[config.mk]
export PLATFORM = sky130hd
export DESIGN_NAME = huffman_seq
export DESIGN_NICKNAME = d
export VERILOG_FILES = /design/src/rtl/huffman_pkg.sv /design/src/rtl/huffman_freq_table.sv /design/src/rtl/huffman_seq.sv
export SDC_FILE = /design/constraint.sdc
export NUM_CORES = 1
export LEC_CHECK = 0
export CAP_MARGIN = 10
export CELL_PAD_IN_SITES_DETAIL_PLACEMENT = 1
export CELL_PAD_IN_SITES_GLOBAL_PLACEMENT = 1
export CORE_MARGIN = 2
export CORE_UTILIZATION = 40
export CTS_BUF_LIST = sky130_fd_sc_hd__clkbuf_4
export DETAILED_ROUTE_END_ITERATION = 8
export PLACE_DENSITY_LB_ADDON = 0.1
export SYNTH_ARGS = -nofsm -noshare
export SYNTH_HDL_FRONTEND = slang
export SYNTH_SLANG_ARGS = --single-unit
[constraint.sdc]
create_clock -name Clk_in -period 3.9 [get_ports Clk_in]
set_clock_uncertainty 0.05 [all_clocks]
set_input_delay 0.78 -clock Clk_in [delete_from_list [all_inputs] [get_ports Clk_in]]
set_output_delay 0.78 -clock Clk_in [all_outputs]
set_load 0.005 [all_outputs]
[src/rtl/huffman_pkg.sv]
// Shared definitions for the Huffman encoder sequencer: symbol geometry,
// the default frequency counter width and the sequencer state encoding.
package huffman_pkg;

  localparam int SYM_W   = 4;
  localparam int NUM_SYM = 2 ** SYM_W;
  localparam int CNT_W   = 10;

  typedef enum logic [2:0] {
    ST_IDLE       = 3'd0,
    ST_COUNT      = 3'd1,
    ST_BUILD      = 3'd2,
    ST_WAIT_BUILD = 3'd3,
    ST_ENCODE     = 3'd4,
    ST_DONE       = 3'd5
  } state_e;

endpackage

[src/rtl/huffman_freq_table.sv]
// Symbol histogram: one saturating counter per symbol, synchronous clear,
// single increment port and an asynchronous read port for the tree builder.
module huffman_freq_table #(
  parameter int SYM_W = huffman_pkg::SYM_W,
  parameter int CNT_W = huffman_pkg::CNT_W
) (
  input  logic             clk_i,
  input  logic             clear_i,
  input  logic             inc_i,
  input  logic [SYM_W-1:0] inc_addr_i,
  input  logic [SYM_W-1:0] rd_addr_i,
  output logic [CNT_W-1:0] rd_data_o
);

  localparam int NSYM = 2 ** SYM_W;
  localparam logic [CNT_W-1:0] CNT_MAX = '1;

  logic [CNT_W-1:0] cnt_q [NSYM];

  // Clear wins over increment; a full counter simply stops counting.
  always_ff @(posedge clk_i) begin
    if (clear_i) begin
      for (int i = 0; i < NSYM; i++) cnt_q[i] <= '0;
    end else if (inc_i && (cnt_q[inc_addr_i] != CNT_MAX)) begin
      cnt_q[inc_addr_i] <= cnt_q[inc_addr_i] + 1'b1;
    end
  end

  assign rd_data_o = cnt_q[rd_addr_i];

endmodule

[src/rtl/huffman_seq.sv]
// Phase sequencer for the Huffman encoder: histogram the input stream, launch
// the tree builder, then stream ENC_LEN symbols to the serializer.
module huffman_seq #(
  parameter int SYM_W      = huffman_pkg::SYM_W,
  parameter int CNT_W      = huffman_pkg::CNT_W,
  parameter int SAMPLE_LEN = 256,
  parameter int ENC_LEN    = 256
) (
  input  logic             Clk_in,
  input  logic             Rst,
  input  logic             Start,
  input  logic [SYM_W-1:0] Data_in,
  input  logic [SYM_W-1:0] Freq_rd_addr,
  output logic [CNT_W-1:0] Freq_rd_data,
  output logic             Build_start,
  input  logic             Build_done,
  output logic             Enc_valid,
  output logic [SYM_W-1:0] Enc_sym,
  input  logic             Enc_ready,
  output logic             Busy,
  output logic             Done,
  output logic [2:0]       Phase
);

  import huffman_pkg::*;

  localparam int SCNT_W = $clog2(SAMPLE_LEN + 1);
  localparam int XCNT_W = $clog2(ENC_LEN + 1);
  localparam logic [SCNT_W-1:0] SAMPLE_LAST = SCNT_W'(SAMPLE_LEN - 1);
  localparam logic [XCNT_W-1:0] XFER_LAST   = XCNT_W'(ENC_LEN - 1);

  state_e            state_q, state_d;
  logic [SCNT_W-1:0] sample_cnt_q, sample_cnt_d;
  logic [XCNT_W-1:0] xfer_cnt_q, xfer_cnt_d;
  logic [SYM_W-1:0]  enc_sym_q, enc_sym_d;
  logic              build_start_q, build_start_d;
  logic              enc_valid_q, enc_valid_d;
  logic              busy_q, busy_d;
  logic              done_q, done_d;
  logic              xfer, table_clear, table_inc, run_start;

  assign run_start   = (state_q == ST_IDLE) && Start;
  assign xfer        = enc_valid_q && Enc_ready;
  assign table_clear = Rst || run_start;
  assign table_inc   = (state_q == ST_COUNT);

  huffman_freq_table #(.SYM_W(SYM_W), .CNT_W(CNT_W)) u_table (
    .clk_i      (Clk_in),
    .clear_i    (table_clear),
    .inc_i      (table_inc),
    .inc_addr_i (Data_in),
    .rd_addr_i  (Freq_rd_addr),
    .rd_data_o  (Freq_rd_data)
  );

  always_ff @(posedge Clk_in) begin
    if (Rst) state_q <= ST_IDLE;
    else     state_q <= state_d;
  end

  always_comb begin
    state_d = state_q;
    case (state_q)
      ST_IDLE:       if (Start) state_d = ST_COUNT;
      ST_COUNT:      if (sample_cnt_q == SAMPLE_LAST) state_d = ST_BUILD;
      ST_BUILD:      state_d = ST_WAIT_BUILD;
      ST_WAIT_BUILD: if (Build_done) state_d = ST_ENCODE;
      ST_ENCODE:     if (xfer && (xfer_cnt_q == XFER_LAST)) state_d = ST_DONE;
      default:       state_d = ST_IDLE;
    endcase
  end

  // Outputs are decoded from the next state so they come straight off flops.
  always_comb begin
    build_start_d = (state_d == ST_BUILD);
    enc_valid_d   = (state_d == ST_ENCODE);
    busy_d        = (state_d != ST_IDLE);
    done_d        = (state_d == ST_DONE);
    sample_cnt_d  = sample_cnt_q;
    xfer_cnt_d    = xfer_cnt_q;
    enc_sym_d     = enc_sym_q;
    if (run_start) begin
      sample_cnt_d = '0;
    end else if (state_q == ST_COUNT) begin
      sample_cnt_d = sample_cnt_q + 1'b1;
    end
    if ((state_q == ST_WAIT_BUILD) && Build_done) begin
      xfer_cnt_d = '0;
      enc_sym_d  = Data_in;
    end else if (xfer) begin
      xfer_cnt_d = xfer_cnt_q + 1'b1;
      enc_sym_d  = Data_in;
    end
  end

  always_ff @(posedge Clk_in) begin
    if (Rst) begin
      sample_cnt_q  <= '0;
      xfer_cnt_q    <= '0;
      enc_sym_q     <= '0;
      build_start_q <= 1'b0;
      enc_valid_q   <= 1'b0;
      busy_q        <= 1'b0;
      done_q        <= 1'b0;
    end else begin
      sample_cnt_q  <= sample_cnt_d;
      xfer_cnt_q    <= xfer_cnt_d;
      enc_sym_q     <= enc_sym_d;
      build_start_q <= build_start_d;
      enc_valid_q   <= enc_valid_d;
      busy_q        <= busy_d;
      done_q        <= done_d;
    end
  end

  assign Build_start = build_start_q;
  assign Enc_valid   = enc_valid_q;
  assign Enc_sym     = enc_sym_q;
  assign Busy        = busy_q;
  assign Done        = done_q;
  assign Phase       = state_q;

endmodule

After elaboration in Yosys (flattened, before gate mapping). Memory sizes are Yosys's and may differ from the RTL's. Index checks and enable logic that the tools add are counted. W data, S select, Z words.

Flip-flop bits (word level): 29. RAM bits: 160. Input port bits: 13. Output and inout port bits: 21. Word-level logic and storage cells: 49. Memories kept: 1.

Memories: u_table.cnt_q (depth 16, bits a word 10, read ports 2, clocked after memory_dff 0, wr ports 16, RTL line huffman_freq_table.sv:18) `logic [CNT_W-1:0] cnt_q [NSYM];`.

$add $sub $neg: 3. Eq/ne operators: 10. Multiplexer cells: 15. Reductions and logical operators: 12.

Operators by type and width (count): $add A9 B1 Y9 const B (2); $eq A9 B8 Y1 const B (2); $pmux W3 S5 (1); $mux W3 (4); $mux W4 (3); $add A10 B1 Y10 const B (1); $mux W10 (1); $ne A10 B10 Y1 const B (1); $reduce_or A10 Y1 (1); $eq A3 B2 Y1 const B (3); $eq A3 B3 Y1 const B (3); $mux W1 (6); $logic_and A1 B1 Y1 (5); $reduce_or A2 Y1 (2); $eq A3 B1 Y1 const B (1); $logic_not A3 Y1 (1); $reduce_bool A3 Y1 (1); $reduce_bool A2 Y1 (1); $logic_or A1 B1 Y1 (1).

Logic depth before layout (Yosys ltp). Gate-level depths: netlist of the first run. An unclocked memory read counts as a cell.

Word-level depth: 8. Mapped depth: 12. Depth with buffers taken out: 11.

Hierarchy. A second synthesis of the first run with hierarchy kept.

Cells, all modules: 715. Area total of the unflattened synthesis: 10121.0 um^2.

Modules (own cells, without submodules): huffman_freq_table (instances 1, cells each 565, area each 8833.5 um^2, sequential area each 4804.6 um^2); huffman_seq (instances 1, cells each 150, area each 1287.5 um^2, sequential area each 580.6 um^2).

Worst setup path after synthesis of the first run. Ideal clock, no wire load.

Path type: input to register. Start point: in Data_in[0]. End point: mem u_table.cnt_q[13][0], enable pin. Setup time: 0.378 ns. Arrival time: 3.261 ns. Path slack: 0.211 ns. Stages on the path: 10. Path through: buf_2 mux4_2 a22oi_2 nand2_1 ha_1 o2111a_1 nand4_2 nand3_1 buf_2 o21ai_1.

RTL lines: start, declared (RTL line huffman_seq.sv:12) `input logic [SYM_W-1:0] Data_in,`; end, declared (RTL line huffman_freq_table.sv:18).

Worst setup path after layout of the first run.
Start point: in Freq_rd_addr[0]. End point: out Freq_rd_data[9].

Word-level cells in the longest chain between the ends: 1.

Ends and longest elaborated chain: start, declared (RTL line huffman_seq.sv:13) `input logic [SYM_W-1:0] Freq_rd_addr,`; $mem_v2 Z16 W10; end, declared (RTL line huffman_seq.sv:14) `output logic [CNT_W-1:0] Freq_rd_data,`.

No other way between the ends.

==> results.md, run 1 <==
- Drt first pass iters: 5
- Synth Area in XOR/XNOR: 0.0193
- Max Slew Vio Count: 0
- Routability Congestion: 0.893
- Hold Path Stages: 2
- Clock transition at path regs: approximately 0.15 ns
- Initial antenna violation count: 1
- Routed Antenna Nets: 0
- Largest net degree at the start of global routing: 41
- Worst slew margin: 0.403
- Wire per inst: roughly 28 microns
- DRT iter0 DRCs: approximately 660
- Vias in the first global route: between 7000 and 8000
- Power density cells: between 300 and 400 mW/mm^2
- CTS tree: built
- First-pass GRT wire length: around 49 mm
- Biggest area consumer among synthesized cells: edfxtp_1
- Largest family of logic cells by synthesized area: multiplexers
- Via-per-instance ratio: 6.05
- Worst r2r path cells: 9
- Starting Density: 0.407
- Hold-fix buffers, CTS: 0
- Seq cells post-synth: approximately 190
- Die Ht: about 160 microns
- Vias: between 7000 and 8000
- Die width: between 150 and 200 microns
- Post-DP HPWL: between 20 and 25 mm
- Max Cap Viol: 0
- Resized Gates After CTS: 0
- Tot Pwr: around 4.2 mW
- Seq/Total Area, Yosys: 0.545
- Hold Path Class: reg2reg
- Top post-synthesis cells by area: edfxtp_1 49%, mux4_2 21%, dfxtp_1 5.9%, nor3_1 4.1%, nor2_1 3.8%
- Root Buffer: clkbuf_4
- Worst VDD drop: ~170 uV
- Status: completed
- Synth Area in Simple Gates: 0.145
- Post-Synth Adder-Cell Area: 0.00633
- Synth Cell Area: approximately 0.01 sq mm
- Worst Path Arrival: around 2.7 ns
- Fmax: between 200 and 300 MHz
- Met2 Use GR: 0.451
- FP Rows: 57
- Core area: between 0.02 and 0.025 sq mm
- Drt drc: 0
- GR Layer Usage met1: 0.344
- Worst-margin pin slew: 0.894 ns
- CTS max path bufs: 2
- Number of distinct library cells after synthesis: 50
- Syn Nets: around 760
- Critical path endpoint category: output pin
- Post-synth top area share: 0.487
- WS Path Type: in2out
- Ys Warns: 0
- Post-CTS setup buffers: 0
- Clock Sink Count: between 150 and 200
- Grt ovf: 0
- Layout cells sized above 1: 0.290
- Mux cell area share after synthesis: 0.207
- Die area: around 0.026 sq mm
- H-tree Lvls: 4
- CTS buffer count: 17
- Setup-failing EPs final: 0
- Final hold viol count: 0
- Crit share post-route: 0.911
- Post-layout minimum cycle time: roughly 3.6 ns
- Final nets: approximately 840
- Lkg Pwr: ~3.9 nW
- PortBufs: 33
- CP max FO: 25
- # IOs: 34
- Compound-Gate Fraction of Synth Area: 0.0426
- Crit path launch type: primary input
- Final Util: 0.472
- Syn Area/Cell: ~13 sq um
- Gr usage total: 0.261
- Gr busiest metal: met2
- Required time worst endpoint: 3.07 ns
- Drt total wl: 32.3 mm
- GRT met3 Usage: 0.0367
- Skew-Pair Late Insertion Delay: 0.61 ns
- Synthesized instance count: approximately 740
- RSZ-0062 raised after global routing: no
- Area Growth Syn to Fin: 15.8%
==> per-layer routing <==
| layer | up-vias | routed length (microns) |
|---|---|---|
| met5 | - | 0 |
| met4 | 0 | 794 |
| met3 | 50 | 1860 |
| met2 | 291 | 16600 |
| met1 | 3676 | 13100 |
| li1 | 3030 | - |
==> metrics by stage <==
step	cell area [sq um]	instances	setup TNS (ns)	hold slack, ns	setup slack (ns)
final	11400	1164	0	0.438	0.347
after CTS	11400	1162	0	0.439	0.329
after global routing	11400	1164	0	0.469	0.232
after global placement	11100	1130	-22.97	0.415	-0.194
after detailed placement	11100	1130	-21.58	0.407	-0.198
after floorplan	9880	741	0	0.404	0.211
==> flip-flops by register name, indices dropped and copies added, names as in the netlist <==
name and count:
Busy 1, Enc_sym 4, Enc_valid 1, Phase 3, xfer_cnt_q 9, Build_start 1
sample_cnt_q 9, Done 1, u_table.cnt_q 160
==> synth_stat cells (all sizes together) <==
| cell | number |
|---|---|
| and2 | 6 |
| nor2 | 101 |
| mux4 | 90 |
| nand2 | 45 |
| ha | 5 |
| a31o | 1 |
| a21o | 1 |
| dfxtp | 29 |
| a21oi | 12 |
| a211oi | 2 |
| a22oi | 15 |
| o21ai | 22 |
| and3 | 7 |
| a2111oi | 2 |
| clkbuf | 29 |
| mux2i | 2 |
| inv | 6 |
| o2111ai | 1 |
| a41oi | 1 |
| o2111a | 2 |
| xor2 | 13 |
| o211ai | 1 |
| nand3 | 26 |
| buf | 38 |
| nor4 | 2 |
| or2 | 1 |
| xnor2 | 4 |
| nand4 | 10 |
| nand2b | 10 |
| nor3 | 84 |
| o211a | 1 |
| edfxtp | 160 |
| nor2b | 6 |
| or3 | 5 |
| a31oi | 1 |
==> placed cells by master (no fill, tap or decap), drive strengths merged, types with 3 or more instances in the layout <==
cell type,instances
xnor2,4
xor2,13
nor2b,6
a21oi,12
nand2,45
edfxtp,160
ha,5
or3,5
and3,7
clkbuf,18
and2,6
nor3,84
clkdlybuf4s50,29
a22oi,15
o21ai,22
clkinv,3
nand2b,10
buf,103
dfxtp,29
mux4,90
nand3,26
inv,14
nand4,10
nor2,101
==> cell families (layout without fill, tap and decap cells) <==
group	Yosys count	after routing
adder cells (fa/ha/maj)	5	5
multiplexers	92	92
other	0	2
AND/OR/NAND/NOR	303	303
AO/OA/AOI/OAI	62	62
flip-flops	189	189
XOR/XNOR	17	17
buffers and inverters	73	170
==> worst max-delay path, stage by stage <==
cell and delay (ns):
buf_2 0.14, buf_12 0.26, mux4_2 0.56, mux4_2 0.50, clkdlybuf4s50_1 0.47
==> final timing paths <==
kind,from,end,slack [ns]
max,Freq_rd_addr[0],Freq_rd_data[9],0.35
min,Enc_sym[2]$_SDFFE_PP0P_,Enc_sym[2]$_SDFFE_PP0P_,0.44
max reg2reg,u_table.cnt_q[1][0]$_SDFFCE_PN0P_,u_table.cnt_q[11][5]$_SDFFCE_PN0P_,0.74
min reg2reg,Enc_sym[2]$_SDFFE_PP0P_,Enc_sym[2]$_SDFFE_PP0P_,0.44
==> power by group <==
| group | internal (mW) | total, mW | switching, mW |
|---|---|---|---|
| Combinational | 0.331 | 0.735 | 0.403 |
| Sequential | 2.29 | 2.35 | 0.0579 |
| Clock | 0.404 | 1.15 | 0.747 |
| Total | 3.03 | 4.23 | 1.21 |
==> cell type report <==
type / instances / area [sq um]
sequential: 189 / 5390
clock inverter: 14 / 156
timing repair buffer: 132 / 1180
inverter: 6 / 22.5
fill: 2493 / 12800
clock buffer: 18 / 135
multi-input combinational: 479 / 4150
antenna: 2 / 5.00
tap: 324 / 405
No activity file was read; power rests on OpenSTA's default activity.
==> inputs of run 2 (changes only) <==
--- a/config.mk
+++ b/config.mk
@@ -13,6 +13,7 @@
 export CTS_BUF_LIST = sky130_fd_sc_hd__clkbuf_4
 export DETAILED_ROUTE_END_ITERATION = 8
 export PLACE_DENSITY_LB_ADDON = 0.1
+export SLEW_MARGIN = 20
 export SYNTH_ARGS = -nofsm -noshare
 export SYNTH_HDL_FRONTEND = slang
 export SYNTH_SLANG_ARGS = --single-unit
==> results of run 2 <==
Final layout, timing and power as in run 1 (identical DEF).
